--- config.mk ---
export PLATFORM = sky130hd
export DESIGN_NAME = inject_q
export DESIGN_NICKNAME = d
export VERILOG_FILES = /design/src/rtl/inject_q.sv
export SDC_FILE = /design/constraint.sdc
export NUM_CORES = 1
export LEC_CHECK = 0
export ABC_AREA = 1
export ABC_CLOCK_PERIOD_IN_PS = 3100
export CORE_AREA = 2 2 115 162
export CTS_CLUSTER_DIAMETER = 80
export DETAILED_ROUTE_END_ITERATION = 8
export DIE_AREA = 0 0 117 164
export PLACE_DENSITY = 0.5
export SLEW_MARGIN = 20
export SYNTH_ARGS = -nofsm -noshare
export SYNTH_HDL_FRONTEND = slang
export SYNTH_SLANG_ARGS = --single-unit
--- constraint.sdc ---
create_clock -name clk -period 3.1 [get_ports clk]
set_input_delay 0.465 -clock clk [delete_from_list [all_inputs] [get_ports clk]]
set_output_delay 0.465 -clock clk [all_outputs]
set_load 0.01 [all_outputs]
--- src/rtl/inject_q.sv ---
// Injection queue: buffers NI flits in a small FIFO and merges the head into an idle router channel.
// Define INJECT_RR_EN for round-robin channel selection; the default is lowest-index-idle priority.
package inject_q_pkg;
  localparam int DATA_W = 16;

  typedef struct packed {
    logic              vld;
    logic [DATA_W-1:0] data;
  } flit_int_t;
endpackage

module inject_q
  import inject_q_pkg::*;
#(
  parameter int NUM_CHNL    = 4,
  parameter int QUEUE_DEPTH = 4,
  parameter int STARVE_TH   = 8
) (
  input  logic                           clk,
  input  logic                           reset,
  input  flit_int_t                      din_inject,
  input  logic                           inject_vld,
  output logic                           inject_rdy,
  input  flit_int_t                      din  [NUM_CHNL],
  output flit_int_t                      dout [NUM_CHNL],
  output logic                           inject_gnt,
  output logic                           starve,
  output logic [$clog2(QUEUE_DEPTH):0]   q_cnt
);

  localparam int PTR_W = $clog2(QUEUE_DEPTH);
  localparam int CNT_W = PTR_W + 1;
  localparam int CH_W  = (NUM_CHNL > 1) ? $clog2(NUM_CHNL) : 1;
  localparam logic [7:0] STARVE_MAX = 8'(STARVE_TH);

  flit_int_t           mem [QUEUE_DEPTH];
  logic [PTR_W-1:0]    wr_ptr;
  logic [PTR_W-1:0]    rd_ptr;
  logic                empty;
  logic                full;
  logic                push;
  logic                pop;
  logic [NUM_CHNL-1:0] idle;
  logic [NUM_CHNL-1:0] sel;
  flit_int_t           head;
  logic [7:0]          starve_cnt;
  logic [7:0]          starve_cnt_nxt;

  assign empty      = (q_cnt == '0);
  assign full       = (q_cnt == CNT_W'(QUEUE_DEPTH));
  assign inject_rdy = ~full;
  assign push       = inject_vld & inject_rdy;
  // Gating with reset keeps the head off dout from the instant reset rises.
  assign pop        = ~reset & ~empty & (|idle);
  assign inject_gnt = pop;
  assign head       = mem[rd_ptr];

  always_comb begin
    idle = '0;
    for (int i = 0; i < NUM_CHNL; i++) idle[i] = ~din[i].vld;
  end

`ifdef INJECT_RR_EN
  logic [CH_W-1:0] rr_ptr;
  logic [CH_W-1:0] gnt_idx;
  logic            found;
  int              rr_idx;

  always_comb begin
    sel     = '0;
    gnt_idx = '0;
    found   = 1'b0;
    rr_idx  = 0;
    for (int k = 0; k < NUM_CHNL; k++) begin
      rr_idx = int'(rr_ptr) + k;
      if (rr_idx >= NUM_CHNL) rr_idx = rr_idx - NUM_CHNL;
      if (!found && idle[rr_idx]) begin
        found       = 1'b1;
        sel[rr_idx] = 1'b1;
        gnt_idx     = CH_W'(rr_idx);
      end
    end
  end

  always_ff @(posedge clk or posedge reset) begin
    if (reset) begin
      rr_ptr <= '0;
    end else if (pop) begin
      rr_ptr <= (gnt_idx == CH_W'(NUM_CHNL - 1)) ? '0 : gnt_idx + CH_W'(1);
    end
  end
`else
  // Scanning downwards lets the lowest idle index overwrite any higher one.
  always_comb begin
    sel = '0;
    for (int i = NUM_CHNL - 1; i >= 0; i--) begin
      if (idle[i]) begin
        sel    = '0;
        sel[i] = 1'b1;
      end
    end
  end
`endif

  always_comb begin
    for (int i = 0; i < NUM_CHNL; i++) dout[i] = (pop && sel[i]) ? head : din[i];
  end

  always_ff @(posedge clk or posedge reset) begin
    if (reset) begin
      wr_ptr <= '0;
      rd_ptr <= '0;
      q_cnt  <= '0;
    end else begin
      if (push) wr_ptr <= wr_ptr + PTR_W'(1);
      if (pop)  rd_ptr <= rd_ptr + PTR_W'(1);
      case ({push, pop})
        2'b10:   q_cnt <= q_cnt + CNT_W'(1);
        2'b01:   q_cnt <= q_cnt - CNT_W'(1);
        default: q_cnt <= q_cnt;
      endcase
    end
  end

  always_ff @(posedge clk) begin
    if (push) mem[wr_ptr] <= din_inject;
  end

  // A non-empty queue that did not pop this cycle means every channel was occupied.
  always_comb begin
    starve_cnt_nxt = starve_cnt;
    if (empty || pop)                starve_cnt_nxt = '0;
    else if (starve_cnt != STARVE_MAX) starve_cnt_nxt = starve_cnt + 8'd1;
  end

  always_ff @(posedge clk or posedge reset) begin
    if (reset) begin
      starve_cnt <= '0;
      starve     <= 1'b0;
    end else begin
      starve_cnt <= starve_cnt_nxt;
      starve     <= (starve_cnt_nxt == STARVE_MAX);
    end
  end

endmodule
==> metrics.md <==
| Metric | Value |
|---|---|
| Tcrit/Tclk final | 94.6% |
| #FFs+latches synth | 84 |
| Static Leak | 0.00257 µW |
| Layout Nets | 699 |
| H-tree depth | 3 |
| Bufs on Longest Clock Path | 2 |
| DP Wirelength | 9670 µm |
| Hold_sp | q_cnt[0] |
| Clk Tree Root Cell | clkbuf_16 |
| Hold Crit Class | reg2reg |
| Routed wl met3 | 1070 µm |
| Grt total ovfl | 0 |
| Outcome | finished clean |
| Utilization after layout | 37.0% |
| Post-Layout Cell Count | 848 |
| TritonCTS Buffers | 9 |
| Routed WL | 13000 µm |
| Minimum clock period | 2.93 ns |
| Rows | 58 |
| Worst Path Required | 2.63 ns |
| Post-synth top flop | edfxtp_1 |
| Via count of the first global-routing pass | 3638 |
| CTS clk-pin slew, worst paths | 0.06 ns |
| Area leader, netlist | edfxtp_1 |
| Synth warn | 0 |
| Crit path DAT | 2.47 ns |
| Distinct cells, synth | 32 |
| Initial core utilization | 24.7% |
| Die height | 164 µm |
| Initial antenna violation count | 0 |
| Fmax | 341 MHz |
| CP max stage cell | clkdlybuf4s50_1 |
| Hold_buf cts | 0 |
| Number of I/O pins | 162 |
| First-pass GRT wire length | 19000 µm |
| WL met2 | 6770 µm |
| Critical path cell sequence | clkdlybuf4s50_1, nand2_2, nor2_8, nor2_8, nand3_4, buf_12, nand2_1, o21ai_2, clkdlybuf4s50_1 |
| Max Cap Violations | 0 |
| Top sig layer | met4 |
| Post-synthesis cell area | 4390 µm² |
| Async S/R FF share, synth | 19.0% |
| Slew @ Worst Pin | 0.652 ns |
| Mapped Cells | 442 |
| Area contributors post-synth | edfxtp_1 47%, nand2_1 12%, dfrtp_1 9.1% |
| Rel. slew slack | 56.5% |
| Number of diodes | 0 |
| Post-synth EDFFs | 68 |
| Routed length per instance | 15.3 µm |
| Mean number of vias per cell | 4.40 |
| CTS sink cnt | 84 |
| Register area | 2440 µm² |
| Metal1 wirelength | 5010 µm |
| Startpoint types | primary input |
| DRT antenna net count | 0 |
| PnR Total Power | 4610 µW |
| Final Hold Viols | 0 |
| Footprint of the multi-input gates | 1680 µm² |
| Final Max Slew Viols | 0 |
| Reg-to-reg startpoint | q_cnt[1] |
| Placed insts | 832 |
| Initial drt markers | 158 |
| Worst-Skew Late Latency | 0.33 ns |
| CTS tree | done |
| Max stage delay on crit path | 0.57 ns |
| Final Setup Violations | 0 |
| Die extent in x | 117 µm |
| Layout fillers | 1792 |
| RSZ-0062 raised after global routing | no |
| Placer Congestion | 0.809 |
| Core area | 17800 µm² |
| Worst VDD drop | 433 µV |
| 1st-pass router iterations | 5 |
| DRC viols | 0 |
| Layout cells sized above 1 | 10.2% |
| Mapped Nets | 538 |
| Pin count of the biggest net entering global routing | 37 |
| Post-synthesis sequential area ratio | 55.7% |
| Crit path kind | in2out |
| Port Buffer Count | 161 |
| GRT Util Overall | 13.2% |
| Buf/Inv on CP | 3 |
| Routed vias | 3729 |
| PD cells | 701 nW/µm² |
| Area growth, synth to finish | 49.8% |
| Total negative slack | 0 ns |
| Post-synthesis area per instance | 9.92 µm² |
| Worst setup path start | din[67] |
| CP top delay family | buffers and inverters |
| Worst Skew | 0.00688 ns |
| CP Capture Type | primary output |
| Share of the synthesized area in the top cell type | 46.6% |
| Die area | 19200 µm² |
| Worst Path Max Fanout | 25 |
[through the flow]
stage	instance area (µm²)	setup slack, ns	hold WS (ns)
2_1_floorplan	4390	0.833	0.410
3_3_place_gp	6260	0.134	0.530
3_5_place_dp	6260	0.156	0.534
4_1_cts	6560	0.153	0.545
5_1_grt	6570	0.0639	0.578
6_report	6570	0.167	0.537
[final timing paths]
kind                            cells past startpoint       endpoint  slack, ns
max in group asynchronous                           3      wr_ptr[1]       2.23
worst max-delay path                                9       dout[41]       0.17
worst max register to register                     11       q_cnt[2]       0.91
worst min register to register                      1       q_cnt[0]       0.54
worst min-delay path                                1       q_cnt[0]       0.54
min in group asynchronous                           3  starve_cnt[6]       0.68
[cells by family (layout without fill, tap and decap cells)]
kind of cell    after synthesis  in the layout  synth area share (%)
simple gates                176            176                  17.6
compound gates              114            114                  16.5
flops                        84             84                  55.7
buf+inv                      53            219                  6.30
fa+ha+maj                     8              8                  2.45
xor+xnor                      7              7                  1.40
[power breakdown]
part,switching (µW),leakage [µW],internal [µW]
Clock,425,0.000142,627
Combinational,1210,0.00160,771
Sequential,93.7,0.000827,1480
[sequential cells by signal, indices dropped and copies added (netlist names)]
| register | cells |
|---|---|
| mem | 68 |
| rd_ptr | 2 |
| q_cnt | 3 |
| wr_ptr | 2 |
| starve_cnt | 8 |
| starve | 1 |
[per-layer routing]
| layer | vias up | global-route usage [%] |
|---|---|---|
| li1 | 1849 | - |
| met1 | 1731 | 14.0 |
| met2 | 143 | 25.3 |
| met3 | 6 | 3.21 |
| met4 | 0 | 4.17 |
| met5 | - | 0 |
[cell type report]
type,instances,share of cell area [%]
repair buffers,172,26.4
inverters,31,1.83
well taps,240,4.57
multi-input cells,305,25.5
clock inverters,7,1.16
flip-flops and latches,84,37.2
clock buffers,9,3.43
[layout by cell type (no fill, tap or decap)]
master           Yosys  final
clkdlybuf4s50_1      0    161
nand2_1            137    137
edfxtp_1            68     68
o21ai_1             43     43
inv_1               22     22
a21oi_1             22     22
nor2_1              17     17
a32o_1              17     17
dfrtp_1             16     16
o21ai_0             15     15
o21ai_2             14     14
nand3_1              9      9
clkbuf_16            0      9
buf_4                4      8
ha_1                 7      7
inv_2                6      6
xor2_1               6      6
nand2_2              3      3
buf_12               0      3
nor2_8               2      2
nand3_4              2      2
o21bai_1             2      2
nor3_2               2      2
clkinv_2             1      2
clkinvlp_4           0      2
clkinv_4             0      2
xnor2_1              1      1
nand2_4              2      1
o21ai_4              1      1
nand3b_1             1      1
inv_4                1      1
or2_2                1      1
nand2_8              0      1
clkinv_1             1      1
fa_1                 1      1
inv_6                0      1
bufinv_16            0      1
[synth_stat cells, types with 4 or more instances]
cell,n
buf_6,6
ha_1,7
buf_4,4
inv_2,6
nand2_1,137
inv_1,22
a21oi_1,22
o21ai_2,14
nand3_1,9
o21ai_1,43
nor2_1,17
o21ai_0,15
buf_2,11
a32o_1,17
dfrtp_1,16
xor2_1,6
edfxtp_1,68
[what timing repair did]
item                       4_1_cts  5_1_grt
setup endpoints to repair        0        1
setup buffers                    0        0
resized for setup                0        1
Note: power is estimated with default switching activity, not from simulation.
==> edit 1, RTL diff (same flow settings) <==
The parameter `NUM_CHNL` goes from 4 to 8.
--- a/src/rtl/inject_q.sv
+++ b/src/rtl/inject_q.sv
@@ -12,7 +12,7 @@
 module inject_q
   import inject_q_pkg::*;
 #(
-  parameter int NUM_CHNL    = 4,
+  parameter int NUM_CHNL    = 8,
   parameter int QUEUE_DEPTH = 4,
   parameter int STARVE_TH   = 8
 ) (
Ports: changed (resized din and dout); port bits go from 162 to 298. No check against the original RTL was run, so the function may have changed too.
==> edit 1 against the unedited design <==
  * Routed wire length rose by 72%
  * Via count increased by 50%
  * Worst setup slack worse by 0.071 ns
  * Final area grew 35%
  * Synthesized area is 13% higher
  * Power rose by 15%
  * Register-to-register slack gained 0.03 ns
  * Sequential cell count did not move
  * Utilization grew 13 points
  * Critical path type unchanged
  * Largest cell class is now buffers
==> edit 1: results (changes against the unedited design) <==
metric,value,unit,change
run status,"complete, no violations",,unchanged
post-synthesis sequential area ratio,0.495,,was 0.557
dpl cells,1147,,was 832
power per cell area,597,mW/mm^2,was 701 mW/mm^2
worst reg2reg endpoint,q_cnt[2]$_DFFE_PP0P_,,unchanged
hpwl dp,16400,um,was 9670 um
clock skew,0.00942,ns,was 0.00688 ns
Leak,4.10,nW,was 2.57 nW
GPL Wtd Cong,0.832,,was 0.809
Worst-Margin Slew,0.582,ns,was 0.652 ns
Total GRT Usage,0.218,,was 0.132
Synth area leaders,"edfxtp_1 (41%), o21ai_0 (14%), nand2_1 (11%)",,"was edfxtp_1 (47%), nand2_1 (12%), dfrtp_1 (9.1%)"
Fillers,1749,,was 1792
Clock transition at path regs,0.06,ns,about the same
reg-to-reg startpoint,q_cnt[0]$_DFFE_PP0P_,,was q_cnt[1]$_DFFE_PP0P_
cts bufs inserted,9,,unchanged
final cell count without fillers,1164,,was 848
vias in the first global route,5326,,was 3638
worst-path fanout max,32,,was 25
Syn Nets,785,,was 538
r2r worst-path depth,9,,was 11
Diodes inserted,0,,unchanged
Post-Place Worst Slack,0.0146,ns,was 0.156 ns
pin count of the biggest net entering global routing,36,,was 37
htree depth,3,,unchanged
post-route setup slack,0.0954,ns,was 0.167 ns
layout cells sized above 1,0.0574,,was 0.102
placed cell area,0.00835,mm^2,was 0.00626 mm^2
max-cap violations,0,,unchanged
Root Buffer,clkbuf_16,,unchanged
VDD IR max,341,uV,was 433 uV
Wirelength per Cell,19.2,um,was 15.3 um
Port-buffer cells,297,,was 161
Initial DRC Count,255,,was 158
r2r setup slk,0.94,ns,was 0.91 ns
number of synthesized flops with an enable pin,68,,unchanged
Worst Path Arrival,2.54,ns,was 2.47 ns
via density per instance,4.80,,was 4.40
HP Class,primary input to async pin,,was flip-flop to flip-flop
"Distinct cells, synth",26,,was 32
synth cell count leaders,"nand2_1 (150), o21ai_0 (141), nor2_1 (72), edfxtp_1 (68), inv_1 (40)",,"was nand2_1 (137), edfxtp_1 (68), o21ai_1 (43), a21oi_1 (22), inv_1 (22)"
first-pass GRT wire length,30500,um,was 19000 um
Mean Syn Cell Area,7.95,um^2,was 9.92 um^2
worst hold slack,0.519,ns,was 0.537 ns
## edit 1: worst max-delay path: stages
cell             delay [ns]
clkdlybuf4s50_1        0.51
nand2_1                0.10
nor2_1                 0.11
nand2_1                0.09
nand2_2                0.11
inv_2                  0.07
nand3_1                0.14
buf_12                 0.20
nand2_1                0.06
o21ai_0                0.09
clkdlybuf4s50_1        0.57
## edit 1: how the worst max path moves through the flow
stage | start | to
after floorplan | q_cnt[0]$_DFFE_PP0P_ | dout[100]
after detailed placement | din[84] | dout[54]
after global routing | din[135] | dout[107]
after CTS | din[84] | dout[54]
final | din[67] | dout[30]
after global placement | din[84] | dout[54]
## edit 1: logic make-up (layout without fill, tap and decap cells)
family,Yosys count,count (layout),synth area share
AND/OR/NAND/NOR,241,241,0.190
AO/OA/AOI/OAI,198,198,0.215
buffers and inverters,84,387,0.0679
XOR/XNOR,6,6,0.0106
adder cells (fa/ha/maj),8,8,0.0218
flip-flops,84,84,0.495
## edit 1: cell type report
cell class	count	area share
Timing Repair Buffer	322	0.391
Sequential cell	84	0.276
Multi-Input combinational cell	453	0.245
Tap cell	240	0.0339
Clock buffer	9	0.0254
Inverter	50	0.0216
Clock inverter	6	0.00749
## edit 1: power breakdown
part           total (W)  switching (W)  internal (W)
registers        0.00156      0.0000884       0.00148
logic            0.00267        0.00170      0.000978
clock network    0.00104       0.000426      0.000619
## edit 1: per-layer routing
metal / vias up / share of wire / global-route usage
li1: 2696 / - / -
met1: 2647 / 0.39 / 0.246
met2: 221 / 0.53 / 0.401
met3: 23 / 0.067 / 0.0502
met4: 0 / 0.017 / 0.0647
met5: - / 0 / 0
## edit 1: repair_timing
| item | in CTS | in global routing |
|---|---|---|
| resized for setup | 0 | 72 |
| buffers inserted | 0 | 1 |
| setup endpoints to repair | 0 | 112 |
==> edit 2, RTL diff (config.mk and constraints unchanged) <==
Without the edit above. Put one more register stage on the output `q_cnt`, cleared by the reset. The value now appears one clock later. The other outputs are not delayed to match.
--- a/src/rtl/inject_q.sv
+++ b/src/rtl/inject_q.sv
@@ -33,6 +33,8 @@
   localparam int CH_W  = (NUM_CHNL > 1) ? $clog2(NUM_CHNL) : 1;
   localparam logic [7:0] STARVE_MAX = 8'(STARVE_TH);
 
+  logic [$clog2(QUEUE_DEPTH):0] q_cnt_s0;
+
   flit_int_t           mem [QUEUE_DEPTH];
   logic [PTR_W-1:0]    wr_ptr;
   logic [PTR_W-1:0]    rd_ptr;
@@ -46,8 +48,8 @@
   logic [7:0]          starve_cnt;
   logic [7:0]          starve_cnt_nxt;
 
-  assign empty      = (q_cnt == '0);
-  assign full       = (q_cnt == CNT_W'(QUEUE_DEPTH));
+  assign empty      = (q_cnt_s0 == '0);
+  assign full       = (q_cnt_s0 == CNT_W'(QUEUE_DEPTH));
   assign inject_rdy = ~full;
   assign push       = inject_vld & inject_rdy;
   // Gating with reset keeps the head off dout from the instant reset rises.
@@ -110,14 +112,14 @@
     if (reset) begin
       wr_ptr <= '0;
       rd_ptr <= '0;
-      q_cnt  <= '0;
+      q_cnt_s0 <= '0;
     end else begin
       if (push) wr_ptr <= wr_ptr + PTR_W'(1);
       if (pop)  rd_ptr <= rd_ptr + PTR_W'(1);
       case ({push, pop})
-        2'b10:   q_cnt <= q_cnt + CNT_W'(1);
-        2'b01:   q_cnt <= q_cnt - CNT_W'(1);
-        default: q_cnt <= q_cnt;
+        2'b10:   q_cnt_s0 <= q_cnt_s0 + CNT_W'(1);
+        2'b01:   q_cnt_s0 <= q_cnt_s0 - CNT_W'(1);
+        default: q_cnt_s0 <= q_cnt_s0;
       endcase
     end
   end
@@ -143,4 +145,12 @@
     end
   end
 
+  always_ff @(posedge clk or posedge reset) begin
+    if (reset) begin
+      q_cnt <= '0;
+    end else begin
+      q_cnt <= q_cnt_s0;
+    end
+  end
+
 endmodule
Formal check against the unedited RTL: not equivalent (Yosys sat finds a counterexample within 4 cycles, from zero or initial values and one cycle with reset high).
==> edit 2 against the unedited design <==
  * Cell count increased by 9.3%
  * Die area unchanged
  * Synthesized area rose by 1.6%
  * Routed wire length rose by 3.4%
  * Sequential cell count up 3
  * Worst setup slack improved by 0.029 ns
  * Sequential share of layout area down 0.21 points
  * Clock power increased by 20%
  * Synthesized cell count is 16% higher
  * Fmax up 1.0%
  * Via count up 6.8%
  * Final area up 3.7%
  * Power up 6.0%
==> edit 2: results (changes against the unedited design) <==
metric,value,unit,change
CP max stage delay,0.58,ns,
complex-gate fraction of the synthesized area,0.0941,,was 0.165
via density per instance,4.30,,was 4.40
HP Class,flip-flop to flip-flop,,unchanged
hpwl dp,10100,um,was 9670 um
Clock transition at path regs,0.07,ns,
Adder-Cell Fraction of Synth Area,0.0242,,was 0.0245
First-pass DRT Iterations,4,,was 5
VDD IR max,234,uV,was 433 uV
Worst Path Arrival,2.44,ns,was 2.47 ns
# nets final,778,,was 699
synth cell count leaders,"nand2_1 (177), edfxtp_1 (68), o21ai_0 (65), inv_1 (59), nand3_1 (41)",,"was nand2_1 (137), edfxtp_1 (68), o21ai_1 (43), a21oi_1 (22), inv_1 (22)"
WHS Path Cells,0,,was 1
Synth Flop Type,edfxtp_1,,unchanged
Wirelength per Cell,14.5,um,was 15.3 um
Synth area leaders,"edfxtp_1 (46%), nand2_1 (15%), dfrtp_1 (11%)",,"was edfxtp_1 (47%), nand2_1 (12%), dfrtp_1 (9.1%)"
run status,"complete, no violations",,unchanged
initial antenna violation count,0,,unchanged
clock skew,0.0113,ns,was 0.00688 ns
dpl cells,911,,was 832
post-CTS sizing,0,,unchanged
Leak,2.85,nW,was 2.57 nW
"Distinct cells, synth",27,,was 32
worst-path fanout max,28,,was 25
final cell count without fillers,927,,was 848
first-pass GRT wire length,19900,um,was 19000 um
Post-Place Worst Slack,0.149,ns,was 0.156 ns
GPL Wtd Cong,0.755,,was 0.809
layout cells sized above 1,0.0655,,was 0.102
placed cell area,0.00645,mm^2,was 0.00626 mm^2
vias in the first global route,3953,,was 3638
biggest regs,"mem x68, starve_cnt x8",,"was mem x68, starve_cnt x8, q_cnt x3"
asr flop ratio synth,0.218,,was 0.190
Initial DRC Count,241,,was 158
pin count of the biggest net entering global routing,36,,was 37
Syn Nets,609,,was 538
slew margin rel.,0.737,,was 0.565
r2r worst-path depth,9,,was 11
Post-Synth XOR/XNOR Area,0.00787,,was 0.0140
post-synthesis sequential area ratio,0.565,,was 0.557
slowest cell on the critical path,clkdlybuf4s50_1,,unchanged
Total GRT Usage,0.137,,was 0.132
Synth Instances,513,,was 442
worst skew pair latency,0.34,ns,
-- edit 2: final cells by class --
type,count,area (um^2)
clock buffers,9,225
well taps,240,300
flip-flops and latches,87,2520
repair buffers,180,1800
multi-input cells,342,1600
inverters,62,236
clock inverters,7,128
fillers,1796,11000
-- edit 2: path summary, 6_finish.rpt --
check | from | to | slack, ns
setup / recovery | reset | dout[56] | 0.20
hold / removal | q_cnt_s0[1]$_DFFE_PP0P_ | q_cnt[1]$_DFF_PP0_ | 0.42
setup reg to reg | q_cnt_s0[1]$_DFFE_PP0P_ | q_cnt_s0[2]$_DFFE_PP0P_ | 1.00
hold reg to reg | q_cnt_s0[1]$_DFFE_PP0P_ | q_cnt[1]$_DFF_PP0_ | 0.42
max in group asynchronous | reset | starve_cnt[3]$_DFF_PP0_ | 2.30
min in group asynchronous | reset | q_cnt[2]$_DFF_PP0_ | 0.58
-- edit 2: routing by layer --
| layer | global-route usage | vias up | part of all wire |
|---|---|---|---|
| li1 | - | 2010 | - |
| met1 | 0.147 | 1843 | 0.40 |
| met3 | 0.0159 | 12 | 0.048 |
| met2 | 0.271 | 117 | 0.54 |
| met4 | 0.0433 | 0 | 0.012 |
| met5 | 0 | - | 0 |
-- edit 2: power breakdown --
group | internal [W] | switching [W]
Combinational | 0.000754 | 0.00124
Sequential | 0.00154 | 0.0000965
Clock | 0.000800 | 0.000455
-- edit 2: cell families (layout without fill, tap and decap cells) --
| logic type | Yosys count | in the layout |
|---|---|---|
| simple gates | 247 | 247 |
| flops | 87 | 87 |
| buf+inv | 84 | 258 |
| compound gates | 83 | 83 |
| fa+ha+maj | 8 | 8 |
| xor+xnor | 4 | 4 |
-- edit 2: worst max-delay path, delay by kind of cell --
kind,cells,cell delay (ns)
compound gates,1,0.21
simple gates,3,0.42
buf+inv,4,1.31
